===== src/rtl/if_stage_pkg.sv =====
// Shared widths, state encodings and bus payloads for the LoongArch32 fetch stage.
package if_stage_pkg;

  localparam int unsigned BR_BUS_WD       = 33;
  localparam int unsigned FS_TO_DS_BUS_WD = 64;
  localparam logic [31:0] RESET_PC_DEFAULT = 32'h1c000000;

  typedef enum logic [1:0] {
    IF_IDLE = 2'd0,
    IF_REQ  = 2'd1,
    IF_WAIT = 2'd2,
    IF_HOLD = 2'd3
  } if_state_e;

  typedef struct packed {
    logic        taken;
    logic [31:0] target;
  } br_bus_t;

  typedef struct packed {
    logic [31:0] pc;
    logic [31:0] inst;
  } fs_to_ds_t;

  function automatic logic [31:0] word_addr(input logic [31:0] pc);
    return {pc[31:2], 2'b00};
  endfunction

endpackage


===== src/rtl/if_req_ctrl.sv =====
// Fetch request FSM: issues one SRAM request at a time and tracks redirects that
// arrive while a request is in flight (pending branch, cancel of wrong-path data).
module if_req_ctrl
  import if_stage_pkg::*;
(
  input  logic        clk,
  input  logic        resetn,
  input  logic        br_taken,
  input  logic [31:0] br_target,
  input  logic        addr_ok,
  input  logic        data_ok,
  input  logic        ds_allowin,
  input  logic        pc_misalign,
  output logic        req_c,
  output logic        accept_c,
  output logic        capture_c,
  output logic        adef_c,
  output logic        valid_clr_c,
  output logic        pc_tgt_c,
  output logic        pc_seq_c,
  output logic [31:0] redir_pc_c
);

  if_state_e   state, state_n;
  logic        cancel, cancel_n;
  logic        br_pend, br_pend_n;
  logic        halt, halt_n;
  logic [31:0] tgt, tgt_n;

  always_ff @(posedge clk or negedge resetn) begin
    if (!resetn) begin
      state   <= IF_IDLE;
      cancel  <= 1'b0;
      br_pend <= 1'b0;
      halt    <= 1'b0;
      tgt     <= '0;
    end else begin
      state   <= state_n;
      cancel  <= cancel_n;
      br_pend <= br_pend_n;
      halt    <= halt_n;
      tgt     <= tgt_n;
    end
  end

  // A live redirect always wins over a previously latched target.
  always_comb begin
    state_n     = state;
    cancel_n    = cancel;
    br_pend_n   = br_pend;
    halt_n      = halt;
    tgt_n       = br_taken ? br_target : tgt;
    req_c       = 1'b0;
    accept_c    = 1'b0;
    capture_c   = 1'b0;
    adef_c      = 1'b0;
    valid_clr_c = 1'b0;
    pc_tgt_c    = 1'b0;
    pc_seq_c    = 1'b0;
    redir_pc_c  = br_taken ? br_target : tgt;

    case (state)
      IF_IDLE: begin
        if (br_taken) begin
          state_n  = IF_REQ;
          pc_tgt_c = 1'b1;
          halt_n   = 1'b0;
        end else if (!halt) begin
          state_n = IF_REQ;
        end
      end
      IF_REQ: begin
        if (pc_misalign) begin
          if (br_taken) begin
            pc_tgt_c = 1'b1;
          end else begin
            state_n = IF_HOLD;
            adef_c  = 1'b1;
            halt_n  = 1'b1;
          end
        end else begin
          req_c = 1'b1;
          if (addr_ok) begin
            state_n   = IF_WAIT;
            accept_c  = 1'b1;
            cancel_n  = br_taken | br_pend;
            br_pend_n = 1'b0;
          end else if (br_taken) begin
            br_pend_n = 1'b1;
          end
        end
      end
      IF_WAIT: begin
        if (data_ok) begin
          if (cancel || br_taken) begin
            state_n   = IF_REQ;
            pc_tgt_c  = 1'b1;
            cancel_n  = 1'b0;
            br_pend_n = 1'b0;
          end else begin
            state_n   = IF_HOLD;
            capture_c = 1'b1;
          end
        end else if (br_taken) begin
          cancel_n = 1'b1;
        end
      end
      IF_HOLD: begin
        if (br_taken) begin
          state_n     = IF_REQ;
          pc_tgt_c    = 1'b1;
          valid_clr_c = 1'b1;
          halt_n      = 1'b0;
        end else if (ds_allowin) begin
          state_n     = halt ? IF_IDLE : IF_REQ;
          pc_seq_c    = 1'b1;
          valid_clr_c = 1'b1;
        end
      end
      default: ;
    endcase
  end

  // Read data may only come back while a request is outstanding.
  a_data_ok_in_wait: assert property (@(posedge clk) disable iff (!resetn)
    data_ok |-> (state == IF_WAIT));

endmodule


===== src/rtl/if_stage.sv =====
// LoongArch32 fetch stage: PC generation, inst SRAM fetch and the {pc,inst} bus to decode.
// Define IF_ADEF_EN to raise a fetch-address error on misaligned PCs instead of fetching.
module if_stage
  import if_stage_pkg::*;
#(
  parameter logic [31:0] RESET_PC = RESET_PC_DEFAULT
) (
  input  logic                       clk,
  input  logic                       resetn,
  input  logic                       ds_allowin,
  input  logic [BR_BUS_WD-1:0]       br_bus,
  output logic                       fs_to_ds_valid,
  output logic [FS_TO_DS_BUS_WD-1:0] fs_to_ds_bus,
  output logic                       fs_adef,
  output logic                       inst_sram_req,
  output logic                       inst_sram_wr,
  output logic [1:0]                 inst_sram_size,
  output logic [3:0]                 inst_sram_wstrb,
  output logic [31:0]                inst_sram_wdata,
  output logic [31:0]                inst_sram_addr,
  input  logic                       inst_sram_addr_ok,
  input  logic                       inst_sram_data_ok,
  input  logic [31:0]                inst_sram_rdata
);

  br_bus_t     br;
  fs_to_ds_t   fs_q;
  logic [31:0] pf_pc;
  logic        fs_valid;
  logic        fs_adef_q;
  logic        pc_misalign;
  logic        req_c, accept_c, capture_c, adef_c, valid_clr_c, pc_tgt_c, pc_seq_c;
  logic [31:0] redir_pc_c;

  assign br = br_bus_t'(br_bus);

`ifdef IF_ADEF_EN
  assign pc_misalign = |pf_pc[1:0];
`else
  assign pc_misalign = 1'b0;
`endif

  if_req_ctrl u_req_ctrl (
    .clk         (clk),
    .resetn      (resetn),
    .br_taken    (br.taken),
    .br_target   (br.target),
    .addr_ok     (inst_sram_addr_ok),
    .data_ok     (inst_sram_data_ok),
    .ds_allowin  (ds_allowin),
    .pc_misalign (pc_misalign),
    .req_c       (req_c),
    .accept_c    (accept_c),
    .capture_c   (capture_c),
    .adef_c      (adef_c),
    .valid_clr_c (valid_clr_c),
    .pc_tgt_c    (pc_tgt_c),
    .pc_seq_c    (pc_seq_c),
    .redir_pc_c  (redir_pc_c)
  );

  // Fetch PC, the bus to decode and its valid/adef flags.
  always_ff @(posedge clk or negedge resetn) begin
    if (!resetn) begin
      pf_pc     <= RESET_PC;
      fs_q      <= '0;
      fs_valid  <= 1'b0;
      fs_adef_q <= 1'b0;
    end else begin
      if (pc_tgt_c) begin
        pf_pc <= redir_pc_c;
      end else if (pc_seq_c) begin
        pf_pc <= fs_q.pc + 32'd4;
      end
      if (accept_c || adef_c) begin
        fs_q.pc <= pf_pc;
      end
      if (capture_c) begin
        fs_q.inst <= inst_sram_rdata;
      end else if (adef_c) begin
        fs_q.inst <= '0;
      end
      if (capture_c || adef_c) begin
        fs_valid <= 1'b1;
      end else if (valid_clr_c) begin
        fs_valid <= 1'b0;
      end
      if (adef_c) begin
        fs_adef_q <= 1'b1;
      end else if (capture_c || valid_clr_c) begin
        fs_adef_q <= 1'b0;
      end
    end
  end

  assign fs_to_ds_valid  = fs_valid;
  assign fs_to_ds_bus    = FS_TO_DS_BUS_WD'(fs_q);
  assign fs_adef         = fs_adef_q;
  assign inst_sram_req   = req_c;
  assign inst_sram_wr    = 1'b0;
  assign inst_sram_size  = 2'd2;
  assign inst_sram_wstrb = 4'h0;
  assign inst_sram_wdata = 32'h0;
  assign inst_sram_addr  = word_addr(pf_pc);

endmodule


===== config.mk =====
export PLATFORM = sky130hd
export DESIGN_NAME = if_stage
export DESIGN_NICKNAME = d
export VERILOG_FILES = /design/src/rtl/if_stage_pkg.sv /design/src/rtl/if_req_ctrl.sv /design/src/rtl/if_stage.sv
export SDC_FILE = /design/constraint.sdc
export NUM_CORES = 1
export LEC_CHECK = 0
export BUFFER_PORTS_ARGS = -buffer_cell sky130_fd_sc_hd__buf_2
export CAP_MARGIN = 20
export CORE_AREA = 2 2 116 118
export CTS_CLUSTER_DIAMETER = 80
export CTS_CLUSTER_SIZE = 30
export DETAILED_ROUTE_END_ITERATION = 16
export DIE_AREA = 0 0 118 120
export GPL_ROUTABILITY_DRIVEN = 0
export HOLD_SLACK_MARGIN = 0.08
export MAX_ROUTING_LAYER = met4
export PLACE_DENSITY = 0.79
export SKIP_LAST_GASP = 1
export SLEW_MARGIN = 20
export SYNTH_ARGS = -nofsm -noshare
export SYNTH_HDL_FRONTEND = slang
export SYNTH_SLANG_ARGS = --single-unit

===== constraint.sdc =====
create_clock -name clk -period 2.3 [get_ports clk]
set_clock_uncertainty 0.2 [all_clocks]
set_input_delay 0.23 -clock clk [delete_from_list [all_inputs] [get_ports clk]]
set_output_delay 0.23 -clock clk [all_outputs]
set_load 0.02 [all_outputs]

# --- Word-level counts from Yosys, hierarchy flattened ---
# Index checks and enable logic that the tools add are counted.
word_totals:
  reg_bits: 133
classes:
  n_eq_ne: 10
  mux: 35
  bitwise: 1
  n_reduce_logical: 9
  addsub: 1
op_table:
  columns: ["op", "count"]
  rows:
  - ["2-to-1 mux 32 bit", 4]
  - ["adder 32 x 3 -> 32 bit, second input constant", 1]
  - ["2-to-1 mux 1 bit", 22]
  - ["2-to-1 mux 2 bit", 5]
  - ["!= test 3 bit, second input constant", 3]
  - ["one-hot mux 2 bit (4 select lines)", 1]
  - ["AND reduction 4 bit", 2]
  - ["nonzero test 2 bit", 3]
  - ["equality test 2 bit, second input constant", 2]
  - ["!= test 2 bit, second input constant", 2]
  - ["one-hot mux 1 bit (2 select lines)", 2]
  - ["!= test 3 x 2 -> 1 bit, second input constant", 1]
  - ["one-hot mux 1 bit (3 select lines)", 1]
  - ["AND reduction 3 bit", 1]
  - ["equality test 2 x 1 -> 1 bit, second input constant", 1]
  - ["zero test 2 bit", 1]
  - ["!= test 2 x 1 -> 1 bit, second input constant", 1]
  - ["OR reduction 2 bit", 1]
  - ["logical OR 1 bit", 1]
  - ["bitwise OR 1 bit", 1]

# --- Depth between registers and ports, before layout ---
# Gate-level depths: netlist of run 1.
logic_depth:
  ltp_word: 5
  ltp_mapped: 8

# --- By module ---
# A second synthesis of run 1 with hierarchy kept.
unflattened:
  hier_cells: 552
  hier_area_um2: 6512.5
modules_own_cells:
  columns: ["mod", "instances", "area_each_um2", "cells_each"]
  rows:
  - ["if_stage", 1, 4838.4, 428]
  - ["if_req_ctrl", 1, 1674.1, 124]

# --- Worst setup path before layout of run 1 ---
# Ideal clock, no wire load.
synth_timing:
  kind: "register -> register"
  start: "register fs_q (netlist bit fs_to_ds_bus[34])"
  end: "register pf_pc[30]"
  n_path_buf: 0
  t_arrival_ps: 1771
  path_slack_ps: 201
  t_required_ps: 1972
  stages_incl_launch_ff: 7
  cell_sequence: "dfrtp_1 > ha_1 > nand4_2 > nor4_4 > nand4_1 > xor2_1 > o22ai_2"
synth_via:
  elab_chain_cells: 3
synth_lines:
  columns: ["item", "line_no", "text"]
  rows:
  - ["start: declaration", "if_stage.sv:27", "fs_to_ds_t fs_q;"]
  - ["adder 32 x 3 -> 32 bit", "if_stage.sv:73", "pf_pc <= fs_q.pc + 32'd4;"]
  - ["2-to-1 mux 32 bit", "if_stage.sv:72", "end else if (pc_seq_c) begin"]
  - ["2-to-1 mux 32 bit", "if_stage.sv:70", "if (pc_tgt_c) begin"]
  - ["end signal: assignment", "if_stage.sv:71", "pf_pc <= redir_pc_c;"]
  - ["end signal: assignment", "if_stage.sv:73", null]
  - ["end: declaration", "if_stage.sv:28", "logic [31:0] pf_pc;"]
# Every way passes these cells. The select of a mux whose other input is x is not followed.
# A chain may end at the register's enable or synchronous reset.

# --- Worst setup path after layout of run 1 ---
layout_timing:
  start: "register u_req_ctrl.state[1]"
  end: "register u_req_ctrl.br_pend"
layout_via:
  elab_chain_cells: 3
  word_cells_on_any_way: 8
  classes_between: "5 x eq/ne; 1 x mux; 2 x reduce/logical"
layout_lines:
  columns: ["item", "line_no", "text"]
  rows:
  - ["start: declaration", "if_req_ctrl.sv:24", "if_state_e state, state_n;"]
  - ["start signal: assignment", "if_req_ctrl.sv:38", "state <= state_n;"]
  - ["equality test 2 x 1 -> 1 bit / equality test 2 bit (equally long branches)", "if_req_ctrl.sv:62", "case (state)"]
  - ["!= test 3 bit (no source line) (tied with other cells)", null, null]
  - ["AND reduction 4 bit (no source line)", null, null]
  - ["end signal: assignment", "if_req_ctrl.sv:40", "br_pend <= br_pend_n;"]
  - ["end: declaration", "if_req_ctrl.sv:26", "logic br_pend, br_pend_n;"]
# Several ways; a longest one is shown, not always the timed one.

==> reports/results.ini, run 1 <==
[clock_network]
clk_pin_slew_ns=0.06
postCtsSetupBuffers=0
cts-root-buf=clkbuf_16
cts_buffer_depth=2
cts_buffers=17
clock-sinks=133
cts_tree=yes
clock_latency_ns=0.42
cts_max_level=4

[setup_path]
cp.arrival_ns=2.27
critPathLaunch=u_req_ctrl.state[1]
end_kind=flop
criticalPathCategory=flop to flop
path_max_fanout=9
start_kind=flop
reg2reg_from=u_req_ctrl.state[1]
required_ns=2.40

[sta]
fmax_ghz=0.462
worst_slack_ns=0.137
grt_setup_unrepaired=yes
maxSlewHeadroom_pct=65.9
final-hold-violation-count=0
setup_viol=0
fin_hold_ws_ns=0.0746
min_period_over_period_pct=94.0
min_period_ns=2.16
setup_tns_ns=0
max_slew.worst_pin.slew_ns=0.507
slew_violations=0

[drt]
wire_per_inst_um=17.3
vias=4871
first_pass_iters=5
drt_iter0_drc=298
routed_wl_um=16600
drc=0
ant_nets=0
via_per_inst=5.09

[synth]
synth-compound-area-share_pct=6.93
synth_top_family_by_area=multiplexers
synth_cell_types=43
ys_warn_count=0
synth_adder_area_share_pct=0.963
synth_edf_count=0
synthXorXnorAreaFrac_pct=3.77
synth-simple-area-share_pct=10.1
synth_cells=556
ys_seq_elements=133
synth_ff_type=dfrtp_1
synthMuxAreaShare_pct=16.6
async_flop_share_pct=100
avgSynthCellArea_um2=11.7
syn_area_um2=6500
ys_seq_area_share_pct=51.3

[global_routing]
grt_use_total_pct=24.8
overflow=0
antenna_found_initial=1
grt_pass1_wl_um=26500
grt_pass1_vias=5117
grt_max_degree=61

[pwr]
peakVddDrop_uv=613
p_per_area_nw_per_um2=1310
power_leakage_nw=4.05
p_total_mw=11.2

[floorplanning]
die_x_um=118
ioPinCount=208
die_area_um2=14200
initial_core_util_pct=50.1
rows=42
die_h_um=120
coreArea_um2=13000

[layout]
drive_above_1_share_pct=42.4
fill_cells=953
area_growth_pct=31.1
final_cells=957
fin_nets=842
final_core_util_pct=65.6
final_area_um2=8520

[placed_design]
portBuffers=165
pre_cts_slack_ns=0.0769
dpl.hpwl_um=10500
placed_cells=854
place_area_um2=7220

[job]
drv_cap=0

[hold_path]
hold_class=primary input to asynchronous set/reset pin

[status]
status=completed

path summary, 6_finish.rpt:
kind | to | slack (ns) | cells past startpoint
setup / recovery | u_req_ctrl.br_pend | 0.14 | 6
max in group asynchronous | fs_to_ds_bus[31] | 1.05 | 3
min in group clk | fs_to_ds_valid | 0.28 | 1
hold reg to reg | fs_to_ds_valid | 0.28 | 1
hold / removal | u_req_ctrl.tgt[6] | 0.07 | 2
setup reg to reg | u_req_ctrl.br_pend | 0.14 | 6
state kept, by name, summed over array words and instances, names as in the netlist:
register	count
u_req_ctrl.tgt	32
fs_to_ds_valid	1
fs_to_ds_bus	64
u_req_ctrl.cancel	1
pf_pc	32
u_req_ctrl.br_pend	1
u_req_ctrl.state	2
cell families after synthesis:
family | Yosys count
multiplexers | 96
adder cells (fa/ha/maj) | 5
buffers and inverters | 102
AND/OR/NAND/NOR | 123
other | 2
AO/OA/AOI/OAI | 67
flip-flops | 133
XOR/XNOR | 28
layer usage:
| layer | up-vias | global-route usage [%] | part of all wire [%] |
|---|---|---|---|
| li1 | 2242 | - | - |
| met1 | 2426 | 28.9 | 42 |
| met2 | 167 | 41.4 | 51 |
| met3 | 36 | 5.42 | 4.3 |
| met4 | 0 | 11.1 | 2.8 |
| met5 | - | - | 0 |
critical path, cell delays in order, from the launching register on:
cell,delay (ns)
dfrtp_1,0.40
inv_1,0.10
ha_1,0.34
nor2_1,0.11
o31ai_1,0.24
o41ai_1,0.10
dlygate4sd3_1,0.56
final cells by class:
class / instances / area [um2] / area share, %
flip-flops and latches: 133 / 3330 / 39.1
inverters: 4 / 15.0 / 0.176
clock inverters: 11 / 125 / 1.47
clock buffers: 21 / 470 / 5.52
repair buffers: 250 / 1700 / 19.9
multi-input cells: 361 / 2660 / 31.2
well taps: 176 / 220 / 2.58
diodes: 1 / 2.50 / 0.0294
power by group:
| part | internal [mW] | switching [mW] |
|---|---|---|
| clock network | 1.68 | 1.02 |
| logic | 1.84 | 2.54 |
| registers | 3.24 | 0.864 |
| total | 6.76 | 4.43 |
cells in the mapped netlist, types with 6 or more instances:
| cell | count | area (um2) |
|---|---|---|
| mux2_2 | 96 | 1080 |
| buf_2 | 10 | 50.1 |
| a21oi_1 | 22 | 110 |
| buf_4 | 72 | 541 |
| xnor2_1 | 12 | 105 |
| o21ai_0 | 11 | 55.1 |
| nor2_1 | 33 | 124 |
| nand3_1 | 22 | 110 |
| and3_1 | 8 | 50.1 |
| o211ai_1 | 6 | 45.0 |
| clkbuf_1 | 11 | 41.3 |
| nand4_1 | 7 | 43.8 |
| xor2_1 | 16 | 140 |
| o22ai_1 | 9 | 56.3 |
| nand2_1 | 31 | 116 |
| dfrtp_1 | 130 | 3250 |
cell usage in the layout (no fill, tap or decap), drive strengths merged, types with 11 or more instances in the layout:
cell type / instances
buf: 180
mux2: 96
conb: 42
o21ai: 11
nor2: 33
dfrtp: 130
o22ai: 14
nand3: 22
xnor2: 12
a21oi: 22
nand2: 31
dlygate4sd3: 70
nand4: 11
clkbuf: 21
xor2: 16
timing repair:
item,4_1_cts,5_1_grt
hold buffers,70,0
resized for setup,0,2
endpoints found under the setup margin,0,10
hold endpoints to repair,230,0
(Power assumes the default switching activity.)
==> run 2, diff against run 1 <==
CORE_AREA = 2 2 114 116   (was 2 2 116 118)
CTS_BUF_LIST = sky130_fd_sc_hd__clkbuf_8   (was not set)
DIE_AREA = 0 0 116 118   (was 0 0 118 120)
PLACE_DENSITY = 0.82   (was 0.79)
==> run 2 against run 1 <==
Net effect:
- register-to-register slack about the same
- sequential power shrank 1%
- final cell count rose by 0.31%
- wire length fell by 5.4%
- hold slack improved by 0.20 ns
- combinational power up 1%
- via count rose by 0.90%
- critical path type unchanged
- largest cell class unchanged
- largest power group unchanged
- highest routed layer unchanged
==> reports/results.ini, run 2 (synthesized netlist as in run 1, its figures left out) <==
[clock_network]
clock_latency_ns=0.44
cts_tree=yes
cts_buffers=17
clk_pin_slew_ns=0.07
clock-sinks=133
cts_buffer_depth=2
cts-root-buf=clkbuf_8
cts_max_level=4

[drt]
vias=4915
wire_per_inst_um=16.3
routed_wl_um=15700
drt_iter0_drc=209
drc=0
ant_nets=0
first_pass_iters=4
via_per_inst=5.12

[floorplanning]
ioPinCount=208
initial_core_util_pct=52.3
die_x_um=116
die_area_um2=13700
coreArea_um2=12400
rows=41
die_h_um=118

[setup_path]
regToRegSetupSlack_ns=0.14
r2r_end=u_req_ctrl.br_pend
path_max_fanout=9
critPathLaunch=u_req_ctrl.state[0]
criticalPathCategory=flop to flop
end_kind=flop
reg2reg_depth=7
start_kind=flop
cp.arrival_ns=2.28
critPathCapture=u_req_ctrl.br_pend
required_ns=2.42
reg2reg_from=u_req_ctrl.state[0]

[layout]
drive_above_1_share_pct=41.8
fin_nets=850
antenna_cells_inserted=0
area_growth_pct=29.7
largest_reg_flops=64
layout_common_cells=buf_2, dfrtp_1, mux2_2, dlygate4sd3_1, conb_1
final_core_util_pct=67.9
final_cells=960
mostFrequentLayoutCell=buf_2

[global_routing]
grt_pass1_vias=5033
grt_max_degree=60
antenna_found_initial=0
grt_pass1_wl_um=25100
overflow=0
grt_use_total_pct=24.5

[sta]
max_slew.worst_pin.slew_ns=0.527
slew_violations=0
min_period_over_period_pct=93.9
min_period_ns=2.16
maxSlewHeadroom_pct=64.6
setup_tns_ns=0
fin_hold_ws_ns=0.279
fmax_ghz=0.463
final-hold-violation-count=0
grt_setup_unrepaired=no
setup_viol=0

[hold_path]
hold_class=flop to flop

[status]
status=completed

[placed_design]
dpl.hpwl_um=10300
portBuffers=165
placed_cells=850

[pwr]
p_per_area_nw_per_um2=1250
p_total_mw=10.5
power_leakage_nw=4.04
peakVddDrop_uv=711

[job]
drv_cap=0

run 2: changes by cell type in the layout (fill, tap and decap cells not counted), sizes merged:
| cell | before | now |
|---|---|---|
| dlygate4sd3 | 70 | 76 |
| clkinv | 3 | 1 |
| dlymetal6s4s | 0 | 1 |
| diode | 1 | 0 |
| inv | 5 | 7 |
| clkinvlp | 5 | 3 |
| clkbuf | 21 | 22 |
| buf | 180 | 181 |
| bufinv | 2 | 3 |
run 2: final cells by class:
cell class                 count  area, um2
fill                         889       3990
sequential                   133       3330
multi-input combinational    361       2660
timing repair buffer         258       1780
clock buffer                  22        303
tap                          172        215
clock inverter                10        129
inverter                       4       15.0
run 2: where the power goes:
group | switching [mW] | internal, mW | total, mW | leakage (nW)
logic | 2.56 | 1.87 | 4.43 | 2.20
registers | 0.824 | 3.23 | 4.05 | 1.62
clock network | 0.865 | 1.20 | 2.07 | 0.221
run 2: per-layer routing:
| layer | GRT usage [%] | wire [um] | vias to the layer above |
|---|---|---|---|
| li1 | - | - | 2268 |
| met1 | 28.8 | 6460 | 2442 |
| met2 | 40.7 | 8080 | 175 |
| met3 | 5.20 | 763 | 30 |
| met4 | 9.90 | 369 | 0 |
| met5 | - | 0 | - |
run 2: critical path, stage by stage, from the launching register on:
cell           delay, ns
dfrtp_1             0.40
buf_4               0.15
ha_2                0.23
nand2b_1            0.08
a21oi_1             0.09
o31ai_1             0.22
o41ai_1             0.10
dlygate4sd3_1       0.56
run 2: repair_timing:
action / CTS / global route
endpoints found under the setup margin: 0 / 19
setup buffers: 0 / 1
endpoints found under the hold margin: 230 / 0
gates resized for setup: 0 / 2
hold buffers: 77 / 0
run 2: how the worst min path moves through the flow:
stage                    from                 to  slack, ns  cells past startpoint
3_5_place_dp           resetn  u_req_ctrl.tgt[5]     -0.006                      1
5_1_grt        fs_to_ds_valid     fs_to_ds_valid       0.31                      1
3_3_place_gp           resetn  u_req_ctrl.tgt[4]      -0.01                      1
4_1_cts        fs_to_ds_valid     fs_to_ds_valid       0.29                      1
2_1_floorplan          resetn    fs_to_ds_bus[0]      -0.27                      0
6_report       fs_to_ds_valid     fs_to_ds_valid       0.28                      1
run 2: per-stage QoR:
stage               instance area [um2]  setup WS [ns]
global route                       8430         0.0481
floorplan                          6650          0.201
finish                             8430          0.141
global placement                   7210          0.164
CTS                                8420         0.0596
detailed placement                 7210         0.0931
